File: src/rtl/p_ex_mem_stage.sv
// RV32IM execute stage with EX/MEM pipeline register: ALU, branch resolution, M-extension.
// Define RV32M_EXT_EN to build the multiplier and iterative divider; otherwise M ops return 0.
module p_ex_mem_stage #(
  parameter int unsigned WIDTH        = 32,
  parameter int unsigned DIV_CYCLES   = 32,
  parameter int unsigned ALU_OP_WIDTH = 4
) (
  input  logic                    clk,
  input  logic                    rst,
  input  logic                    en,
  input  logic                    i_flush,
  input  logic                    i_reg_write_en,
  input  logic                    i_mem_write_en,
  input  logic                    i_mem_read_en,
  input  logic                    i_alu_src_a,
  input  logic                    i_do_branch,
  input  logic                    i_do_jump,
  input  logic [1:0]              i_wb_sel,
  input  logic [1:0]              i_alu_src_b,
  input  logic                    i_is_muldiv,
  input  logic [WIDTH-1:0]        i_pc,
  input  logic [WIDTH-1:0]        i_pc_plus_4,
  input  logic [WIDTH-1:0]        i_rs1_data,
  input  logic [WIDTH-1:0]        i_rs2_data,
  input  logic [WIDTH-1:0]        i_imm,
  input  logic [4:0]              i_rd_addr,
  input  logic [2:0]              i_funct3,
  input  logic [6:0]              i_opcode,
  input  logic [ALU_OP_WIDTH-1:0] i_alu_op,
  output logic                    o_busy,
  output logic                    o_branch_taken,
  output logic [WIDTH-1:0]        o_branch_target,
  output logic [WIDTH-1:0]        o_result,
  output logic [WIDTH-1:0]        o_store_data,
  output logic [WIDTH-1:0]        o_pc_plus_4,
  output logic [4:0]              o_rd_addr,
  output logic [2:0]              o_funct3,
  output logic [1:0]              o_wb_sel,
  output logic                    o_reg_write_en,
  output logic                    o_mem_write_en,
  output logic                    o_mem_read_en
);

  localparam logic [ALU_OP_WIDTH-1:0] AluAdd  = ALU_OP_WIDTH'(0);
  localparam logic [ALU_OP_WIDTH-1:0] AluSub  = ALU_OP_WIDTH'(1);
  localparam logic [ALU_OP_WIDTH-1:0] AluSll  = ALU_OP_WIDTH'(2);
  localparam logic [ALU_OP_WIDTH-1:0] AluSlt  = ALU_OP_WIDTH'(3);
  localparam logic [ALU_OP_WIDTH-1:0] AluSltu = ALU_OP_WIDTH'(4);
  localparam logic [ALU_OP_WIDTH-1:0] AluXor  = ALU_OP_WIDTH'(5);
  localparam logic [ALU_OP_WIDTH-1:0] AluSrl  = ALU_OP_WIDTH'(6);
  localparam logic [ALU_OP_WIDTH-1:0] AluSra  = ALU_OP_WIDTH'(7);
  localparam logic [ALU_OP_WIDTH-1:0] AluOr   = ALU_OP_WIDTH'(8);
  localparam logic [ALU_OP_WIDTH-1:0] AluAnd  = ALU_OP_WIDTH'(9);
  localparam int unsigned CtlW = 2 * WIDTH + 13;

  logic [WIDTH-1:0] op_a, op_b, alu_res, mul_res, div_res;
  logic [4:0]       shamt;
  logic             br_cond, div_done;
  logic [CtlW-1:0]  hold_ctl;

  always_comb begin
    op_a = i_alu_src_a ? i_pc : i_rs1_data;
    case (i_alu_src_b)
      2'b00:   op_b = i_rs2_data;
      2'b10:   op_b = WIDTH'(4);
      default: op_b = i_imm;
    endcase
    shamt = op_b[4:0];
    case (i_alu_op)
      AluAdd:  alu_res = op_a + op_b;
      AluSub:  alu_res = op_a - op_b;
      AluSll:  alu_res = op_a << shamt;
      AluSlt:  alu_res = {{(WIDTH-1){1'b0}}, $signed(op_a) < $signed(op_b)};
      AluSltu: alu_res = {{(WIDTH-1){1'b0}}, op_a < op_b};
      AluXor:  alu_res = op_a ^ op_b;
      AluSrl:  alu_res = op_a >> shamt;
      AluSra:  alu_res = $unsigned($signed(op_a) >>> shamt);
      AluOr:   alu_res = op_a | op_b;
      AluAnd:  alu_res = op_a & op_b;
      default: alu_res = '0;
    endcase
  end

  always_comb begin
    case (i_funct3)
      3'b000:  br_cond = (i_rs1_data == i_rs2_data);
      3'b001:  br_cond = (i_rs1_data != i_rs2_data);
      3'b100:  br_cond = $signed(i_rs1_data) < $signed(i_rs2_data);
      3'b101:  br_cond = $signed(i_rs1_data) >= $signed(i_rs2_data);
      3'b110:  br_cond = i_rs1_data < i_rs2_data;
      3'b111:  br_cond = i_rs1_data >= i_rs2_data;
      default: br_cond = 1'b0;
    endcase
    o_branch_target = (i_opcode == 7'b1100111) ?
                      ((i_rs1_data + i_imm) & {{(WIDTH-1){1'b1}}, 1'b0}) : (i_pc + i_imm);
    o_branch_taken  = ((i_do_branch & br_cond) | i_do_jump) & en & ~i_flush & ~o_busy;
  end

`ifdef RV32M_EXT_EN
  localparam int unsigned CntW = (DIV_CYCLES > 1) ? $clog2(DIV_CYCLES) : 1;
  localparam logic [CntW-1:0] CntLast = CntW'(DIV_CYCLES - 1);

  typedef enum logic [1:0] {StIdle, StBusy, StDone} div_state_e;

  div_state_e       state_q, state_d;
  logic [CntW-1:0]  cnt_q, cnt_d;
  logic [WIDTH-1:0] quo_q, quo_d, rem_q, rem_d, dvsr_q, dvsr_d;
  logic             q_neg_q, q_neg_d, r_neg_q, r_neg_d, is_rem_q, is_rem_d;
  logic [CtlW-1:0]  hold_q, hold_d;
  logic             div_issue, a_neg, b_neg, mul_a_sgn, mul_b_sgn, rem_ge;
  logic [WIDTH-1:0] a_mag, b_mag, rem_sub;
  logic [WIDTH:0]   rem_sh;
  logic [2*WIDTH-1:0] mul_a, mul_b, prod;

  // Operands sign- or zero-extended to 2*WIDTH so one unsigned product covers all MUL forms
  always_comb begin
    mul_a_sgn = (i_funct3[1:0] == 2'b01) | (i_funct3[1:0] == 2'b10);
    mul_b_sgn = (i_funct3[1:0] == 2'b01);
    mul_a     = {{WIDTH{mul_a_sgn & i_rs1_data[WIDTH-1]}}, i_rs1_data};
    mul_b     = {{WIDTH{mul_b_sgn & i_rs2_data[WIDTH-1]}}, i_rs2_data};
    prod      = mul_a * mul_b;
    mul_res   = (i_funct3[1:0] == 2'b00) ? prod[WIDTH-1:0] : prod[2*WIDTH-1:WIDTH];
  end

  assign div_issue = (state_q == StIdle) & en & i_is_muldiv & i_funct3[2];

  always_ff @(posedge clk or posedge rst) begin
    if (rst) begin
      state_q <= StIdle;
    end else if (en | i_flush) begin
      state_q <= state_d;
    end
  end

  always_comb begin
    state_d = state_q;
    if (i_flush) begin
      state_d = StIdle;
    end else if (en) begin
      case (state_q)
        StIdle:  if (div_issue) state_d = StBusy;
        StBusy:  if (cnt_q == CntLast) state_d = StDone;
        default: state_d = StIdle;
      endcase
    end
  end

  always_comb begin
    o_busy   = div_issue | (state_q == StBusy);
    div_done = (state_q == StDone);
  end

  always_comb begin
    a_neg   = ~i_funct3[0] & i_rs1_data[WIDTH-1];
    b_neg   = ~i_funct3[0] & i_rs2_data[WIDTH-1];
    a_mag   = a_neg ? -i_rs1_data : i_rs1_data;
    b_mag   = b_neg ? -i_rs2_data : i_rs2_data;
    // Compare rather than borrow so a zero divisor yields all-ones quotient, dividend remainder
    rem_sh  = {rem_q, quo_q[WIDTH-1]};
    rem_ge  = rem_sh >= {1'b0, dvsr_q};
    rem_sub = rem_sh[WIDTH-1:0] - dvsr_q;

    cnt_d    = cnt_q;
    quo_d    = quo_q;
    rem_d    = rem_q;
    dvsr_d   = dvsr_q;
    q_neg_d  = q_neg_q;
    r_neg_d  = r_neg_q;
    is_rem_d = is_rem_q;
    hold_d   = hold_q;
    if (i_flush) begin
      cnt_d = '0;
    end else if (en) begin
      case (state_q)
        StIdle: if (div_issue) begin
          cnt_d    = '0;
          quo_d    = a_mag;
          rem_d    = '0;
          dvsr_d   = b_mag;
          q_neg_d  = (a_neg ^ b_neg) & (i_rs2_data != '0);
          r_neg_d  = a_neg;
          is_rem_d = i_funct3[1];
          hold_d   = {i_pc_plus_4, i_rs2_data, i_rd_addr, i_funct3, i_wb_sel,
                      i_reg_write_en, i_mem_write_en, i_mem_read_en};
        end
        StBusy: begin
          cnt_d = (cnt_q == CntLast) ? '0 : cnt_q + 1'b1;
          quo_d = {quo_q[WIDTH-2:0], rem_ge};
          rem_d = rem_ge ? rem_sub : rem_sh[WIDTH-1:0];
        end
        default: ;
      endcase
    end
  end

  always_ff @(posedge clk or posedge rst) begin
    if (rst) begin
      cnt_q    <= '0;
      quo_q    <= '0;
      rem_q    <= '0;
      dvsr_q   <= '0;
      q_neg_q  <= 1'b0;
      r_neg_q  <= 1'b0;
      is_rem_q <= 1'b0;
      hold_q   <= '0;
    end else if (en | i_flush) begin
      cnt_q    <= cnt_d;
      quo_q    <= quo_d;
      rem_q    <= rem_d;
      dvsr_q   <= dvsr_d;
      q_neg_q  <= q_neg_d;
      r_neg_q  <= r_neg_d;
      is_rem_q <= is_rem_d;
      hold_q   <= hold_d;
    end
  end

  assign div_res  = is_rem_q ? (r_neg_q ? -rem_q : rem_q) : (q_neg_q ? -quo_q : quo_q);
  assign hold_ctl = hold_q;
`else
  assign o_busy   = 1'b0;
  assign div_done = 1'b0;
  assign div_res  = '0;
  assign mul_res  = '0;
  assign hold_ctl = '0;
`endif

  logic [WIDTH-1:0] res_q, res_d, st_q, st_d, pc4_q, pc4_d;
  logic [4:0]       rd_q, rd_d;
  logic [2:0]       f3_q, f3_d;
  logic [1:0]       wb_q, wb_d;
  logic             rw_q, rw_d, mw_q, mw_d, mr_q, mr_d;

  always_comb begin
    res_d = '0;
    st_d  = '0;
    pc4_d = '0;
    rd_d  = '0;
    f3_d  = '0;
    wb_d  = '0;
    rw_d  = 1'b0;
    mw_d  = 1'b0;
    mr_d  = 1'b0;
    if (!(i_flush || o_busy)) begin
      if (div_done) begin
        {pc4_d, st_d, rd_d, f3_d, wb_d, rw_d, mw_d, mr_d} = hold_ctl;
        res_d = div_res;
      end else begin
        res_d = i_do_jump ? i_pc_plus_4 : (i_is_muldiv ? mul_res : alu_res);
        st_d  = i_rs2_data;
        pc4_d = i_pc_plus_4;
        rd_d  = i_rd_addr;
        f3_d  = i_funct3;
        wb_d  = i_wb_sel;
        rw_d  = i_reg_write_en;
        mw_d  = i_mem_write_en;
        mr_d  = i_mem_read_en;
      end
    end
  end

  always_ff @(posedge clk or posedge rst) begin
    if (rst) begin
      res_q <= '0;
      st_q  <= '0;
      pc4_q <= '0;
      rd_q  <= '0;
      f3_q  <= '0;
      wb_q  <= '0;
      rw_q  <= 1'b0;
      mw_q  <= 1'b0;
      mr_q  <= 1'b0;
    end else if (en | i_flush) begin
      res_q <= res_d;
      st_q  <= st_d;
      pc4_q <= pc4_d;
      rd_q  <= rd_d;
      f3_q  <= f3_d;
      wb_q  <= wb_d;
      rw_q  <= rw_d;
      mw_q  <= mw_d;
      mr_q  <= mr_d;
    end
  end

  assign o_result       = res_q;
  assign o_store_data   = st_q;
  assign o_pc_plus_4    = pc4_q;
  assign o_rd_addr      = rd_q;
  assign o_funct3       = f3_q;
  assign o_wb_sel       = wb_q;
  assign o_reg_write_en = rw_q;
  assign o_mem_write_en = mw_q;
  assign o_mem_read_en  = mr_q;

endmodule

File: config.mk
export PLATFORM = sky130hd
export DESIGN_NAME = p_ex_mem_stage
export DESIGN_NICKNAME = d
export VERILOG_FILES = /design/src/rtl/p_ex_mem_stage.sv
export SDC_FILE = /design/constraint.sdc
export NUM_CORES = 1
export LEC_CHECK = 0
export BUFFER_PORTS_ARGS = -buffer_cell sky130_fd_sc_hd__buf_2
export CORE_MARGIN = 8
export CORE_UTILIZATION = 59
export CTS_BUF_LIST = sky130_fd_sc_hd__clkbuf_4
export DETAILED_ROUTE_END_ITERATION = 8
export PLACE_DENSITY = 0.91
export SYNTH_ARGS = -nofsm -noshare
export SYNTH_HDL_FRONTEND = slang
export SYNTH_SLANG_ARGS = --single-unit
export TNS_END_PERCENT = 50
File: constraint.sdc
create_clock -name clk -period 5.8 [get_ports clk]
set_input_delay 1.16 -clock clk [delete_from_list [all_inputs] [get_ports clk]]
set_output_delay 1.16 -clock clk [all_outputs]
set_load 0.02 [all_outputs]
==> results.sh, run 1 <==
export IMPL_wirelength_microns=81730
export IMPL_fin_crit_sh=0.9604
export IMPL_fillers=2683
export IMPL_yosys_area_top_type="dfrtp_1"
export IMPL_hp_start="o_pc_plus_4[25]"
export IMPL_clock_root_buffer="clkbuf_4"
export IMPL_grt_pass1_vias=20510
export IMPL_rrSetupSlack_ns=3.64
export IMPL_vias=21310
export IMPL_ys_types=96
export IMPL_dr_first_iter_drc_count=3077
export IMPL_clk_latency_ns=0.55
export IMPL_start_util=0.5928
export IMPL_numPortBuffers=335
export IMPL_netlist_area_sq_mm=0.01799
export IMPL_ios=337
export IMPL_routedWlPerCell_microns=26.28
export IMPL_grt_ovfl_total=0
export IMPL_clock_sinks=109
export IMPL_tritoncts="yes"
export IMPL_setup_viol=0
export IMPL_hold_class="register to register"
export IMPL_final_cell_mix="buf_2, nor2_1, a21oi_1, nand2_1, ha_1"
export IMPL_die_area_sq_mm=0.03634
export IMPL_crit_type="input pin to output pin"
export IMPL_power_density_mw_per_mm2=178.5
export IMPL_cts_buffers_inserted=9
export IMPL_slew_violations=0
export IMPL_fin_tns_setup_ns=0
export IMPL_synth_area_leaders="dfrtp_1, ha_1, mux2i_1, a21oi_1, nor2_1"
export IMPL_slew_headroom=0.2949
export IMPL_ir_worst_vdd_uv=180.4
export IMPL_period_minus_slack_ns=5.570
export IMPL_cts_clk_slew_worst_paths_ns=0.18
export IMPL_worst_r2r_cell_count=9
export IMPL_final_common_cell="buf_2"
export IMPL_cp_max_fo=6
export IMPL_p_leak_nw=10.06
export IMPL_critPathLaunchType="input pin"
export IMPL_final_hold_viol_count=0
export IMPL_area_delta_synth_final_pct=12.35
export IMPL_hold_buffers=0
export IMPL_grt_pass1_wl_microns=121600
export IMPL_via_per_inst=6.852
export IMPL_slowest_stage="ha_1"
export IMPL_antenna_found_initial=3
export IMPL_hpwl_microns=64230
export IMPL_clk_path_buf_depth=2
export IMPL_synth_seq_cells=109
export IMPL_end_kind="output pin"
export IMPL_timing_fmax_ghz=0.1795
export IMPL_status="completed"
export IMPL_max_cap_violations=0
export IMPL_slowest_delay_ns=0.39
export IMPL_fp_coreArea_sq_mm=0.03035
export IMPL_critical_path_depth=16
export IMPL_rows=64
export IMPL_async_flop_share=1.000
export IMPL_h_tree_depth=3
export IMPL_drive_above_1_share=0.1840
export IMPL_cpLargestDelayFamily="compound AO/OA/AOI/OAI gates"
export IMPL_cp_arrival_ns=4.41
export IMPL_grtUsageTotal=0.4288
export IMPL_required_ns=4.64
export IMPL_cp_cell_sequence="buf_2 > ha_1 > a211oi_1 > nor4_1 > a211oi_1 > buf_4 > nand3_1 > a21boi_0 > buf_4 > o21ai_0 > a41oi_1 > nor2_1 > a41o_1 > nor2_1 > xnor2_1 > buf_2"
export IMPL_fin_skew_ns=0
export IMPL_ys_flop_type="dfrtp_1"
export IMPL_synth_cells=2444
export IMPL_hold_path_end="o_pc_plus_4[25]"
export IMPL_yosysSeqAreaShare=0.1516
export IMPL_crit_buf_inv=4
export IMPL_drt_first_pass_iters=9
export IMPL_reg2reg_to="o_result[31]"
export IMPL_fin_nets=3098
export IMPL_syn_nets=2835
export IMPL_synth_edf_count=0
export IMPL_post_route_drc_count=0
export IMPL_ys_warn_count=0
export IMPL_gp_congestion=1.027
export IMPL_tightest_slew_ns=1.058
export IMPL_grt_max_degree=96
export IMPL_rsz0062_at_grt="no"
export IMPL_die_h_microns=190.6
export IMPL_syn_area_per_cell_sq_um=7.362
export IMPL_ant_nets=0
export IMPL_hold_path_depth=2
export IMPL_dp_cells=3092
export IMPL_synth_top_area_frac=0.1516
export IMPL_crit_start="i_rs1_data[5]"
export IMPL_die_w_microns=190.6
export IMPL_r2r_start="o_result[31]"
export IMPL_stdcell_count=3110
[metal layers]
| layer | track usage | share of wire | vias up |
|---|---|---|---|
| met5 | 0 | 0.00050 | - |
| li1 | - | - | 9425 |
| met4 | 0.2369 | 0.063 | 4 |
| met1 | 0.5273 | 0.37 | 10000 |
| met3 | 0.1260 | 0.13 | 314 |
| met2 | 0.6656 | 0.44 | 1568 |
[state kept, by name, summed over array words and instances, names as in the netlist]
signal	flops
o_funct3	3
o_mem_read_en	1
o_mem_write_en	1
o_pc_plus_4	32
o_rd_addr	5
o_reg_write_en	1
o_result	32
o_store_data	32
o_wb_sel	2
[how the worst max path moves through the flow]
stage                                      to  slack (ns)
final                     o_branch_target[31]        0.23
after global placement    o_branch_target[31]        0.22
after detailed placement  o_branch_target[31]        0.23
after global routing      o_branch_target[31]        0.02
after floorplan           o_branch_target[24]        0.73
after CTS                 o_branch_target[31]        0.21
[worst register-to-register path, cell delays in order (launching register included)]
cell and delay (ns):
dfrtp_1 0.46, nand2b_1 0.08, a21oi_1 0.08, a2111oi_0 0.39, o21ai_0 0.17, nor3_1 0.13, o21ai_0 0.12, a221oi_1 0.30
a31oi_1 0.14, a211o_1 0.24
[synthesized netlist by cell type (21+ instances only)]
cell and n:
clkbuf_1 95, a22o_1 24, nand3_1 61, a21oi_1 221, nor2_1 279, nand2b_1 45
mux2i_1 182, a31oi_1 39, xnor2_1 42, nand2_1 197, dfrtp_1 109, xor2_1 24
o22ai_1 33, o211ai_1 32, a21o_1 47, buf_1 21, o21ai_0 150, ha_1 193
o221ai_1 21, a211oi_1 30, buf_2 23, o21bai_1 26, a221oi_1 25, nor3_1 44
inv_1 150, mux2_2 25, nor2b_1 38
[layout make-up]
cell class	count	area (sq um)	share of cell area
multi-input combinational	2028	14030	0.6939
sequential	109	2728	0.1349
timing repair buffer	405	2236	0.1106
inverter	154	588.1	0.02909
tap	396	495.5	0.02451
clock buffer	9	67.56	0.003342
clock inverter	7	67.56	0.003342
antenna	2	5.005	0.0002476
[stage by stage]
stage	area [sq um]	util	power, mW	setup WS [ns]	hold WS [ns]
after floorplan	17990	-	2.304	0.7316	0.6306
after global placement	20070	0.6612	3.023	0.2187	0.4961
after detailed placement	20070	0.6612	3.054	0.2297	0.5064
after CTS	20200	0.6657	3.507	0.2088	0.5440
after global routing	20210	0.6660	3.760	0.01556	0.5765
final	20210	0.6661	3.608	0.2298	0.5434
[power by group]
group	internal (mW)	leakage (nW)	switching [mW]
clock	0.0982	0.0752	0.363
sequential	0.801	1.46	0.0237
combinational	0.807	8.52	1.51
total	1.71	10.1	1.90
[cell families (layout without fill, tap and decap cells)]
group / count (synthesis) / in the layout / synth area share
adder cells (fa/ha/maj): 197 / 197 / 0.1387
buffers and inverters: 307 / 575 / 0.07184
multiplexers: 211 / 211 / 0.1204
other: 1 / 3 / 0.0002084
AND/OR/NAND/NOR: 749 / 749 / 0.1895
AO/OA/AOI/OAI: 804 / 804 / 0.2956
flip-flops: 109 / 109 / 0.1516
XOR/XNOR: 66 / 66 / 0.03213
[repair_timing]
item / in CTS / in global routing
setup endpoints to repair: 0 / 1
gates resized for setup: 0 / 1
hold endpoints to repair: 0 / 0
buffers inserted: 0 / 0
Power figures use the tool's default switching activity.
==> run 2, diff against run 1 <==
--- a/config.mk
+++ b/config.mk
@@ -10,7 +10,7 @@
 export CORE_UTILIZATION = 59
 export CTS_BUF_LIST = sky130_fd_sc_hd__clkbuf_4
 export DETAILED_ROUTE_END_ITERATION = 8
-export PLACE_DENSITY = 0.91
+export PLACE_DENSITY_LB_ADDON = 0.08
 export SYNTH_ARGS = -nofsm -noshare
 export SYNTH_HDL_FRONTEND = slang
 export SYNTH_SLANG_ARGS = --single-unit
==> run 2 against run 1 <==
Against the previous run:
- design area increased by 0.38%
- core utilization increased by 0.25 points
- critical endpoint is now o_branch_target[28]
- highest routed layer is now met4
- first-iteration DRC count decreased by 2.6%
- total power about the same
- flip-flop and latch count unchanged
- cell count increased by 0.19%
- die area unchanged
- count of clock-buffer cells in the layout unchanged
- clock power increased by 4.6%
==> results.sh, run 2 (synthesis gave the netlist of run 1 again) <==
export IMPL_status="completed"
export IMPL_hold_path_depth=2
export IMPL_p_leak_nw=10.10
export IMPL_tritoncts="yes"
export IMPL_numPortBuffers=335
export IMPL_required_ns=4.64
export IMPL_post_cts_setup_buffer_count=0
export IMPL_r2r_start="o_result[20]"
export IMPL_grt_pass1_vias=20680
export IMPL_hold_path_end="o_mem_read_en"
export IMPL_fin_crit_sh=0.9545
export IMPL_dr_first_iter_drc_count=2998
export IMPL_drt_first_pass_iters=9
export IMPL_area_delta_synth_final_pct=12.77
export IMPL_critPathLaunchType="input pin"
export IMPL_rsz0062_at_grt="no"
export IMPL_ant_nets=0
export IMPL_crit_type="input pin to output pin"
export IMPL_routedWlPerCell_microns=25.28
export IMPL_cts_resized=0
export IMPL_gp_congestion=1.092
export IMPL_worst_r2r_cell_count=6
export IMPL_final_hold_viol_count=0
export IMPL_timing_fmax_ghz=0.1806
export IMPL_setup_viol=0
export IMPL_ios=337
export IMPL_hold_class="register to register"
export IMPL_cp_arrival_ns=4.38
export IMPL_hold_buffers=0
export IMPL_fin_tns_setup_ns=0
export IMPL_post_route_drc_count=0
export IMPL_drive_above_1_share=0.1857
export IMPL_fp_coreArea_sq_mm=0.03035
export IMPL_die_h_microns=190.6
export IMPL_power_density_mw_per_mm2=177.9
export IMPL_die_w_microns=190.6
export IMPL_ir_worst_vdd_uv=122.3
export IMPL_final_common_cell="buf_2"
export IMPL_slew_violations=0
export IMPL_clock_root_buffer="clkbuf_4"
export IMPL_cp_max_fo=6
export IMPL_fin_skew_ns=0
export IMPL_cts_buffers_inserted=9
export IMPL_design_area_sq_mm=0.02029
export IMPL_die_area_sq_mm=0.03634
export IMPL_end_kind="output pin"
export IMPL_grt_max_degree=100
export IMPL_reg2reg_to="o_result[20]"
export IMPL_final_cell_mix="buf_2, nor2_1, a21oi_1, nand2_1, ha_1"
export IMPL_hold_slack_ns=0.5423
export IMPL_slew_headroom=0.2219
export IMPL_cts_clk_slew_worst_paths_ns=0.17
export IMPL_hpwl_microns=62280
export IMPL_clk_latency_ns=0.54
export IMPL_wirelength_microns=78770
export IMPL_fin_util=0.6686
export IMPL_grt_ovfl_total=0
export IMPL_via_per_inst=6.848
export IMPL_tightest_slew_ns=1.164
export IMPL_rrSetupSlack_ns=3.64
export IMPL_placed_area_sq_mm=0.02012
export IMPL_vias=21340
export IMPL_start_util=0.5928
export IMPL_hp_start="o_mem_read_en"
export IMPL_rows=64
export IMPL_clk_path_buf_depth=2
export IMPL_h_tree_depth=3
export IMPL_clock_sinks=109
export IMPL_grtUsageTotal=0.4168
export IMPL_max_cap_violations=0
export IMPL_fin_nets=3105
export IMPL_period_minus_slack_ns=5.536
export IMPL_antenna_found_initial=1
export IMPL_grt_pass1_wl_microns=119000
-- run 2: cell type report --
type	count	area (sq um)
inverters	154	588.1
well taps	396	495.5
repair buffers	412	2288
diodes	1	2.502
clock inverters	7	100.1
fillers	2721	10060
clock buffers	9	67.56
multi-input cells	2028	14020
flip-flops and latches	109	2728
-- run 2: how the worst max path moves through the flow --
stage	startpoint	to	slack [ns]	cells past startpoint
floorplan	i_pc[10]	o_branch_target[24]	0.73	11
global placement	i_pc[10]	o_branch_target[28]	0.29	14
detailed placement	i_imm[10]	o_branch_target[28]	0.28	14
CTS	i_imm[10]	o_branch_target[28]	0.27	14
global route	i_imm[10]	o_branch_target[31]	0.005	15
finish	i_imm[10]	o_branch_target[28]	0.26	14
-- run 2: through the flow --
step	power [mW]	std cells	setup slack [ns]
2_1_floorplan	2.304	2444	0.7316
3_3_place_gp	3.005	3099	0.2882
3_5_place_dp	3.043	3099	0.2829
4_1_cts	3.529	3115	0.2744
5_1_grt	3.787	3116	0.005496
6_report	3.610	3116	0.2636
-- run 2: worst max-delay path, stage by stage --
cell and delay, ns:
buf_2 0.12, ha_1 0.35, a21oi_1 0.24, a21oi_1 0.11
a2111o_1 0.42, a221o_1 0.36, or3_1 0.30, a31oi_1 0.32
o41ai_1 0.17, buf_4 0.16, or3_1 0.30, a21oi_1 0.15
a21oi_1 0.05, buf_2 0.16
-- run 2: power breakdown --
group	leakage [nW]	internal [mW]	switching, mW	total, mW
Sequential	1.46	0.801	0.0217	0.823
Combinational	8.56	0.812	1.49	2.31
Clock	0.0890	0.146	0.336	0.482
-- run 2: metal layers --
| layer | vias to the layer above | track usage | share of wire |
|---|---|---|---|
| li1 | 9464 | - | - |
| met1 | 10010 | 0.5257 | 0.38 |
| met2 | 1554 | 0.6414 | 0.43 |
| met3 | 313 | 0.1070 | 0.12 |
| met4 | 0 | 0.2327 | 0.065 |
| met5 | - | 0 | 0 |
